==> config.mk <==
export PLATFORM = sky130hd
export DESIGN_NAME = pipelined_cpa
export DESIGN_NICKNAME = d
export VERILOG_FILES = /design/src/rtl/pipelined_cpa.sv
export SDC_FILE = /design/constraint.sdc
export NUM_CORES = 1
export LEC_CHECK = 0
export BUFFER_PORTS_ARGS = -buffer_cell sky130_fd_sc_hd__buf_2
export CORE_MARGIN = 2
export CORE_UTILIZATION = 43
export DETAILED_ROUTE_END_ITERATION = 10
export PLACE_DENSITY = 0.58
export SLEW_MARGIN = 10
export SYNTH_ARGS = -nofsm -noshare
export SYNTH_HDL_FRONTEND = slang
export SYNTH_SLANG_ARGS = --single-unit
==> constraint.sdc <==
create_clock -name clk -period 2.25 [get_ports clk]
set_clock_uncertainty 0.05 [all_clocks]
set_input_delay 0.1125 -clock clk [delete_from_list [all_inputs] [get_ports clk]]
set_output_delay 0.1125 -clock clk [all_outputs]
set_load 0.005 [all_outputs]
==> src/rtl/pipelined_cpa.sv <==
// Pipelined carry-propagate adder: STAGES slices of WIDTH/STAGES bits, one slice per stage.
// Define PIPELINED_CPA_SUB_EN to add a 'sub' port selecting a-b instead of a+b+c_in.
`timescale 1ns/1ps

module pipelined_cpa #(
   parameter int unsigned WIDTH  = 16,
   parameter int unsigned STAGES = 4
) (
   input  logic             clk,
   input  logic             rst_n,
   input  logic [WIDTH-1:0] a,
   input  logic [WIDTH-1:0] b,
   input  logic             c_in,
`ifdef PIPELINED_CPA_SUB_EN
   input  logic             sub,
`endif
   input  logic             in_valid,
   output logic             in_ready,
   output logic [WIDTH-1:0] s,
   output logic             c_out,
   output logic             ovf,
   output logic             out_valid,
   input  logic             out_ready
);

   localparam int unsigned K = WIDTH / STAGES;
   localparam int unsigned L = STAGES - 1;

   if (WIDTH < 4 || WIDTH > 64) begin : gen_width_chk
      $error("pipelined_cpa: WIDTH must lie in 4..64");
   end
   if (STAGES == 0 || (WIDTH % STAGES) != 0) begin : gen_stage_chk
      $error("pipelined_cpa: WIDTH must be divisible by STAGES");
   end

   logic [WIDTH-1:0] b_eff;
   logic             cin_eff;

`ifdef PIPELINED_CPA_SUB_EN
   assign b_eff   = sub ? ~b : b;
   assign cin_eff = sub | c_in;
`else
   assign b_eff   = b;
   assign cin_eff = c_in;
`endif

   // Per-stage state; a_q/b_q carry the operands so later stages see their own slice.
   logic [STAGES-1:0][WIDTH-1:0] a_q, b_q, sum_q;
   logic [STAGES-1:0]            cy_q, vld_q;

   logic [STAGES-1:0][WIDTH-1:0] prev_a, prev_b, prev_sum, sum_d;
   logic [STAGES-1:0]            prev_cy, prev_vld, cy_d;
   logic [K:0]                   slice;
   logic                         adv;

   always_comb begin
      slice       = '0;
      prev_a[0]   = a;
      prev_b[0]   = b_eff;
      prev_sum[0] = '0;
      prev_cy[0]  = cin_eff;
      prev_vld[0] = in_valid;
      for (int unsigned i = 1; i < STAGES; i++) begin
         prev_a[i]   = a_q[i-1];
         prev_b[i]   = b_q[i-1];
         prev_sum[i] = sum_q[i-1];
         prev_cy[i]  = cy_q[i-1];
         prev_vld[i] = vld_q[i-1];
      end
      for (int unsigned i = 0; i < STAGES; i++) begin
         slice = {1'b0, prev_a[i][i*K +: K]} + {1'b0, prev_b[i][i*K +: K]}
               + {{K{1'b0}}, prev_cy[i]};
         sum_d[i]            = prev_sum[i];
         sum_d[i][i*K +: K]  = slice[K-1:0];
         cy_d[i]             = slice[K];
      end
   end

   // The whole pipe, bubbles included, moves only when the output slot can drain.
   assign adv      = !(out_valid && !out_ready);
   assign in_ready = adv;

   always_ff @(posedge clk or negedge rst_n) begin
      if (!rst_n) begin
         a_q   <= '0;
         b_q   <= '0;
         sum_q <= '0;
         cy_q  <= '0;
         vld_q <= '0;
      end else if (adv) begin
         a_q   <= prev_a;
         b_q   <= prev_b;
         sum_q <= sum_d;
         cy_q  <= cy_d;
         vld_q <= prev_vld;
      end
   end

   assign s         = sum_q[L];
   assign c_out     = cy_q[L];
   assign out_valid = vld_q[L];
   assign ovf       = (a_q[L][WIDTH-1] == b_q[L][WIDTH-1]) &&
                      (sum_q[L][WIDTH-1] != a_q[L][WIDTH-1]);

   // Only the sign bits of the last stage's operands matter; the rest trims away.
   logic unused_op_bits;
   assign unused_op_bits = ^{a_q[L][WIDTH-2:0], b_q[L][WIDTH-2:0]};

endmodule

[After elaboration in Yosys (flattened, before gate mapping)]
Cells that the tools add are included.
Storage, ports and cells
  bits in registers: 176
  output and inout port bits: 20
  input port bits: 37
  word-level logic and storage cells: 28
Operators by class
  equal/unequal tests: 2
  reduce and logical (&&, ||, !) cells: 4
  add/sub/neg operators: 8
Operators by type and width (number)
  $add A4 B4 Y5: 4
  $add A5 B1 Y5: 4
  $logic_and A1 B1 Y1: 2
  $logic_not A1 Y1: 2
  $eq A1 B1 Y1: 1
  $ne A1 B1 Y1: 1

[Longest topological paths before layout]
Gate-level depths: netlist of the first run.
  depth in word-level cells: 3
  gate-level depth with buffers: 7
  depth with buffers taken out: 6

[Least setup slack after synthesis of the first run]
Ideal clock, no wire load.
  path kind: reg-to-reg
  start point: register a_q[44] (netlist bit)
  end point: register cy_q[3]
  setup time: 0.127 ns
  cell stages (with the launch flop): 6
  path buffers: 0
  arrival time: 1.577 ns
  clock period less this slack: 1.754 ns
  path slack: 0.496 ns
  data required time: 2.073 ns
  cells stage by stage: dfrtp_1 -> fa_1 -> fa_1 -> a21o_1 -> a21oi_1 -> a21oi_1
On the way
  word-level cells in the longest chain between the ends: 2
RTL lines
  from (decl): line 48  | logic [STAGES-1:0][WIDTH-1:0] a_q, b_q, sum_q;
  from (signal assigned): line 91  | a_q <= prev_a;
  $add A4 B4 Y5: line 71  | slice = {1'b0, prev_a[i][i*K +: K]} + {1'b0, prev_b[i][i*K +: K]}
  $add A5 B1 Y5: line 72  | + {{K{1'b0}}, prev_cy[i]};
  to (signal assigned): line 94  | cy_q <= cy_d;
  to (decl): line 49  | logic [STAGES-1:0] cy_q, vld_q;
Every way passes these cells.
A chain may end at the register's enable or synchronous reset.

[Worst setup path after layout of the first run]
Ends and elaborated chain as after synthesis.

==> flow_metrics.py, run 1 <==
metrics = {
    "run_status": {
        "status": "completed",
    },
    "synth": {
        "ys_types": 23,
        "syn_nets": 510,
        "avgSynthCellArea_um2": 9.29,
        "synthCells": 453,
        "yosysTopAreaCell": "dfrtp_1",
        "ys_warn_count": 0,
        "ys_ff_latch": 98,
        "syn_area_um2": 4210,
        "yosysSeqAreaShare_pct": 58.3,
        "synth_area_leaders": "dfrtp_1, nand2_1, fa_1, ha_1, a21oi_1",
        "synth_top_area_share_pct": 58.3,
    },
    "timing": {
        "worstMarginPinSlew_ps": 516,
        "min_period_over_period_pct": 82.0,
        "timing.fmax_mhz": 542,
        "slew-limit-headroom_pct": 65.6,
        "rsz0062_at_grt": "false",
        "min_period_ps": 1840,
        "hold_viol_final": 0,
        "setup_viol": 0,
        "layout_setup_ws_ps": 405,
        "setup_tns_ps": 0,
        "slew_viol_final": 0,
    },
    "min_path": {
        "holdPathStages": 4,
        "hp-class": "in -> reg",
        "hold_start": "c_in",
        "hold_end": "prev_sum[16]",
    },
    "worst_setup_path": {
        "crit_chain": "fa_1 > fa_1 > a21o_1 > a21oi_1 > a21oi_1",
        "endpoint_kind": "flip-flop",
        "max_stage_delay_ps": 480,
        "r2r_slack_ps": 410,
        "r2r-start": "a_q[44]",
        "critPathKind": "reg -> reg",
        "crit_arrival_ps": 2030,
        "required_ps": 2440,
        "cpMaxStageDelayCell": "fa_1",
        "critPathMaxFanout": 2,
        "r2r_cells": 5,
        "r2r-end": "cy_q[3]",
        "cp-start-kind": "flip-flop",
    },
    "flow_run": {
        "drv_cap": 0,
    },
    "clock_tree": {
        "clk_pin_slew_ps": 90,
        "post_cts.repair.setup_buffers": 0,
        "cts_buffers": 9,
        "htree_num_levels": 3,
        "clk-insertion-delay-late_ps": 350,
        "ctsRootBufferMaster": "clkbuf_8",
        "clockBufferDepth": 2,
        "cts_tree": "done",
        "clock-sinks": 98,
    },
    "final_layout": {
        "area_growth_pct": 20.9,
        "final_cell_mix": "nand2_1, dfrtp_1, buf_2",
        "drive_gt1_share_pct": 14.6,
        "final_common_cell": "nand2_1",
        "nets": 586,
        "diodes": 0,
    },
    "route": {
        "vias_per_cell": 4.57,
        "ant_nets": 0,
        "drc_errors": 0,
        "detail_route.wl_per_cell_um": 11.3,
        "drtIter0Drc": 94,
        "drt-total-wl_um": 7560,
        "drtPass1Iterations": 4,
        "vias": 3048,
    },
    "pwr": {
        "p_leak_nw": 2.70,
        "power_frac_clock_pct": 20.7,
        "combPwrFrac_pct": 33.6,
        "vdd_drop_max_uv": 580,
        "swShare_pct": 34.4,
        "internal_power_mw": 4.22,
        "seqPwrFrac_pct": 45.7,
        "switchingPower_mw": 2.21,
        "power_density_nw_per_um2": 1270,
    },
    "global_route": {
        "overflow": 0,
        "grt_pass1_wl_um": 13000,
        "groute.usage.overall_pct": 15.7,
        "antenna_found_initial": 0,
        "grt_pass1_vias": 2954,
        "grt_max_degree": 99,
    },
    "place": {
        "place_ws_ps": 402,
        "dp_hpwl_um": 4780,
        "gp_congestion": 0.737,
        "portBuffers": 56,
    },
    "floorplanning": {
        "die-area_um2": 10600,
        "die_w_um": 103,
        "rows": 36,
        "coreArea_um2": 9640,
        "floorplan.initialDensity_pct": 43.6,
        "die-height_um": 103,
        "io_pins": 57,
    },
}
## stage by stage
stage	total power, mW	util [%]	cell area [um2]	cells	hold slack, ps
2_1_floorplan	4.51	-	4210	453	-233
3_3_place_gp	5.07	47.6	4580	625	167
3_5_place_dp	5.17	47.6	4580	625	160
4_1_cts	6.55	52.8	5090	667	62.9
5_1_grt	7.07	52.8	5090	667	70.8
6_report	6.44	52.8	5090	667	71.6
## cell usage after synthesis
master / number
a22oi_1: 1
buf_2: 12
inv_4: 1
o21a_1: 2
o21ai_0: 14
o31ai_1: 1
xor2_1: 6
a21oi_1: 14
nor2b_4: 1
buf_6: 5
clkbuf_1: 2
nand2_1: 238
nor3_1: 1
a21o_1: 4
inv_1: 11
ha_1: 12
xnor2_1: 1
buf_4: 2
fa_1: 8
nor2_1: 14
nor2b_1: 4
dfrtp_1: 98
nand2b_1: 1
## power groups by stage
stage                     Combinational, mW  Clock (mW)  Sequential, mW
final                                  2.16        1.33            2.94
after global routing                   2.57        1.44            3.05
after CTS                              2.23        1.37            2.96
after detailed placement               2.18           0            2.99
after global placement                 2.10           0            2.97
after floorplan                        1.60           0            2.91
## cells by family after synthesis
group / count (synthesis) / synth area share, %
AND/OR/NAND/NOR: 259 / 23.7
flip-flops: 98 / 58.3
AO/OA/AOI/OAI: 36 / 4.76
buffers and inverters: 33 / 4.43
adder cells (fa/ha/maj): 20 / 7.38
XOR/XNOR: 7 / 1.46
## worst max path at each step
stage | from | endpoint
floorplan | a_q[44] | cy_q[3]
CTS | a_q[44] | cy_q[3]
finish | a_q[44] | cy_q[3]
global placement | a_q[44] | cy_q[3]
global route | a_q[44] | cy_q[3]
detailed placement | a_q[44] | cy_q[3]
## state kept, by name, summed over array words and instances, names as in the netlist
name      cells
a_q          25
b_q          25
cy_q          4
prev_sum     24
s            16
vld_q         4
## what timing repair did
action                                 4_1_cts  5_1_grt
resized for setup                            0        0
setup endpoints to repair                    0        0
hold buffers                                26        0
endpoints found under the hold margin      123        0
## worst max-delay path, delay by kind of cell (launching register included)
family	cells	cell delay (ps)
adders and majority gates	2	910
DFF	1	400
AOI/OAI and AO/OA	3	370
## area by class of cell
class / count / area, um2
Clock buffer: 9 / 124
Clock inverter: 7 / 118
Fill cell: 952 / 4550
Inverter: 12 / 47.5
Multi-Input combinational cell: 322 / 1570
Sequential cell: 98 / 2450
Tap cell: 133 / 166
Timing Repair Buffer: 86 / 611
## per-layer routing
| metal | GRT usage (%) | share of wire, % | wire, um |
|---|---|---|---|
| met2 | 27.0 | 48 | 3670 |
| met5 | 0 | 0 | 0 |
| met3 | 2.58 | 3.1 | 233 |
| met1 | 19.9 | 47 | 3540 |
| met4 | 6.07 | 1.6 | 121 |
Power figures use the tool's default switching activity.
==> run 2: changes to the inputs <==
ABC_AREA = 1   (was default)
PLACE_DENSITY = 0.61   (was 0.58)
clock period = 1.6 ns   (was 2.25 ns; I/O delays follow)
==> run 2 against run 1 <==
The flow now finishes with violations (setup timing). Wire length grew 5.0%. First-iteration DRC count grew 19%. Final cell count up 1.5%. Combinational power increased by 50%. Global-route usage is 0.63 points higher. Sequential cell count unchanged. Via count rose by 1.9%. Worst hold slack improved by 5.5 ps. Register-to-register slack worse by 460 ps. Die area down 0.49%. Non-clock buffer count increased by 5. Critical endpoint is now s[14].
==> flow_metrics.py, run 2 <==
metrics = {
    "min_path": {
        "hold_end": "prev_sum[16]",
        "hold_start": "c_in",
        "hp-class": "in -> reg",
        "holdPathStages": 4,
    },
    "synth": {
        "ys_types": 19,
        "synth_area_leaders": "dfrtp_1, nand2_1, o21ai_0, inv_1, fa_1",
        "synth_edf_count": 0,
        "syn_nets": 515,
        "avgSynthCellArea_um2": 9.14,
        "yosysSeqAreaShare_pct": 58.6,
        "synthFlopType": "dfrtp_1",
        "syn_area_um2": 4190,
        "synthCells": 458,
        "yosysTopAreaCell": "dfrtp_1",
        "synth_top_area_share_pct": 58.6,
        "synthTopCellsByCount": "nand2_1, dfrtp_1, o21ai_0",
        "synth_most_common_cell": "nand2_1",
        "async_flop_share_pct": 100,
        "ys_warn_count": 0,
        "ys_ff_latch": 98,
    },
    "route": {
        "detail_route.wl_per_cell_um": 11.7,
        "vias": 3106,
        "ant_nets": 0,
        "drtIter0Drc": 112,
        "drt-total-wl_um": 7940,
        "drc_errors": 0,
        "vias_per_cell": 4.59,
        "drtPass1Iterations": 4,
    },
    "place": {
        "gp_congestion": 0.802,
        "dp_hpwl_um": 5050,
        "portBuffers": 56,
    },
    "clock_tree": {
        "clk-insertion-delay-late_ps": 360,
        "clockBufferDepth": 2,
        "cts_tree": "done",
        "clock-sinks": 98,
        "htree_num_levels": 3,
        "cts_buffers": 9,
        "ctsRootBufferMaster": "clkbuf_8",
        "clk_pin_slew_ps": 90,
    },
    "timing": {
        "slew_viol_final": 0,
        "rsz0062_at_grt": "true",
        "timing.fmax_mhz": 603,
        "worstMarginPinSlew_ps": 437,
        "min_period_ps": 1660,
        "slew-limit-headroom_pct": 70.9,
        "min_period_over_period_pct": 104,
        "setup_tns_ps": -103,
        "layout_setup_ws_ps": -59.0,
        "hold_viol_final": 0,
        "setup_viol": 2,
    },
    "floorplanning": {
        "floorplan.initialDensity_pct": 43.6,
        "die-height_um": 103,
        "coreArea_um2": 9590,
        "io_pins": 57,
        "die_w_um": 103,
        "die-area_um2": 10500,
        "rows": 36,
    },
    "final_layout": {
        "nets": 597,
        "drive_gt1_share_pct": 17.6,
        "diodes": 0,
        "post-route-util_pct": 53.8,
        "fillerInstances": 879,
        "area_growth_pct": 23.3,
        "final_cell_mix": "nand2_1, dfrtp_1, buf_2",
        "final_common_cell": "nand2_1",
    },
    "flow_run": {
        "drv_cap": 0,
    },
    "worst_setup_path": {
        "critPathMaxFanout": 2,
        "critPathKind": "reg -> reg",
        "r2r-start": "a_q[44]",
        "crit_arrival_ps": 1890,
        "r2r_slack_ps": -60,
        "r2r_cells": 5,
        "cp-start-kind": "flip-flop",
        "endpoint_kind": "flip-flop",
        "required_ps": 1830,
        "r2r-end": "s[14]",
    },
    "pwr": {
        "power_density_nw_per_um2": 1730,
        "internal_power_mw": 5.70,
        "switchingPower_mw": 3.22,
        "swShare_pct": 36.1,
        "power_frac_clock_pct": 17.7,
        "combPwrFrac_pct": 36.5,
        "seqPwrFrac_pct": 45.8,
        "p_leak_nw": 2.67,
        "vdd_drop_max_uv": 782,
    },
    "global_route": {
        "overflow": 0,
        "grt_pass1_vias": 2998,
        "grt_max_degree": 72,
        "antenna_found_initial": 0,
        "groute.usage.overall_pct": 16.3,
        "grt_pass1_wl_um": 13300,
    },
    "run_status": {
        "status": "complete, but fails checks",
        "violations": "setup timing",
    },
}
==> run 2: cell count changes after synthesis, moves of 4 or more <==
cell / change
buf_6: -5
buf_2: -8
a21oi_1: -5
o21ai_1: +7
clkbuf_1: +10
o21ai_0: +40
nand3_1: +13
nor2b_1: -4
a21o_1: -4
inv_1: +36
xor2_1: -5
nand2_1: -66
==> run 2: metrics by stage <==
stage | hold WS (ps) | std cells | setup WS [ps] | power, mW | instance area (um2)
6_report | 77.2 | 677 | -59.0 | 8.91 | 5160
5_1_grt | 82.8 | 677 | -139 | 9.79 | 5160
4_1_cts | 63.1 | 674 | -60.2 | 8.80 | 5100
3_5_place_dp | 10.8 | 633 | -75.5 | 7.13 | 4640
3_3_place_gp | 5.49 | 633 | -49.6 | 7.00 | 4640
2_1_floorplan | -266 | 458 | 6.26 | 6.16 | 4190
==> run 2: critical path: stages, from the launching register on <==
cell and delay (ps):
dfrtp_1 410, fa_2 420, fa_2 370, nand2_1 80
inv_2 50, o31ai_2 210
==> run 2: logic make-up after synthesis <==
group | Yosys count | share of synthesized area, %
buf+inv | 68 | 6.58
simple gates | 200 | 18.7
compound gates | 71 | 8.55
fa+ha+maj | 20 | 7.41
xor+xnor | 1 | 0.209
flops | 98 | 58.6
==> run 2: power by group through the flow <==
stage	clock network, mW	logic [mW]	registers [mW]
after global placement	0	2.89	4.11
after CTS	1.63	3.08	4.10
final	1.58	3.25	4.08
after floorplan	0	2.11	4.05
after global routing	1.73	3.84	4.23
after detailed placement	0	2.99	4.14
==> run 2: how the worst max path moves through the flow <==
stage,startpoint,cells past startpoint,end,slack (ps)
floorplan,a_q[4],8,cy_q[1],6
global placement,a_q[4],8,cy_q[1],-50
detailed placement,a_q[4],8,cy_q[1],-80
CTS,cy_q[2],5,s[14],-60
global route,a_q[44],5,s[14],-140
finish,a_q[44],5,s[14],-60
==> run 2: metal layers <==
metal / share of wire [%] / track usage, %
met1: 51 / 22.2
met2: 44 / 25.8
met3: 3.5 / 2.85
met4: 2.1 / 7.38
met5: 0 / 0
==> run 2: layout make-up <==
cell class | count | area [um2] | share of cell area (%)
clock inverter | 4 | 51.3 | 0.994
clock buffer | 11 | 141 | 2.74
inverter | 48 | 180 | 3.49
timing repair buffer | 91 | 678 | 13.1
tap | 133 | 166 | 3.22
multi-input combinational | 292 | 1490 | 28.9
sequential | 98 | 2450 | 47.5
==> run 2: repair_timing <==
action / in CTS / in global routing
pin swaps: 3 / 9
cloned: 0 / 1
hold endpoints to repair: 121 / 0
hold buffers: 26 / 0
endpoints found under the setup margin: 6 / 9
setup buffers: 0 / 2
gates resized for setup: 3 / 13
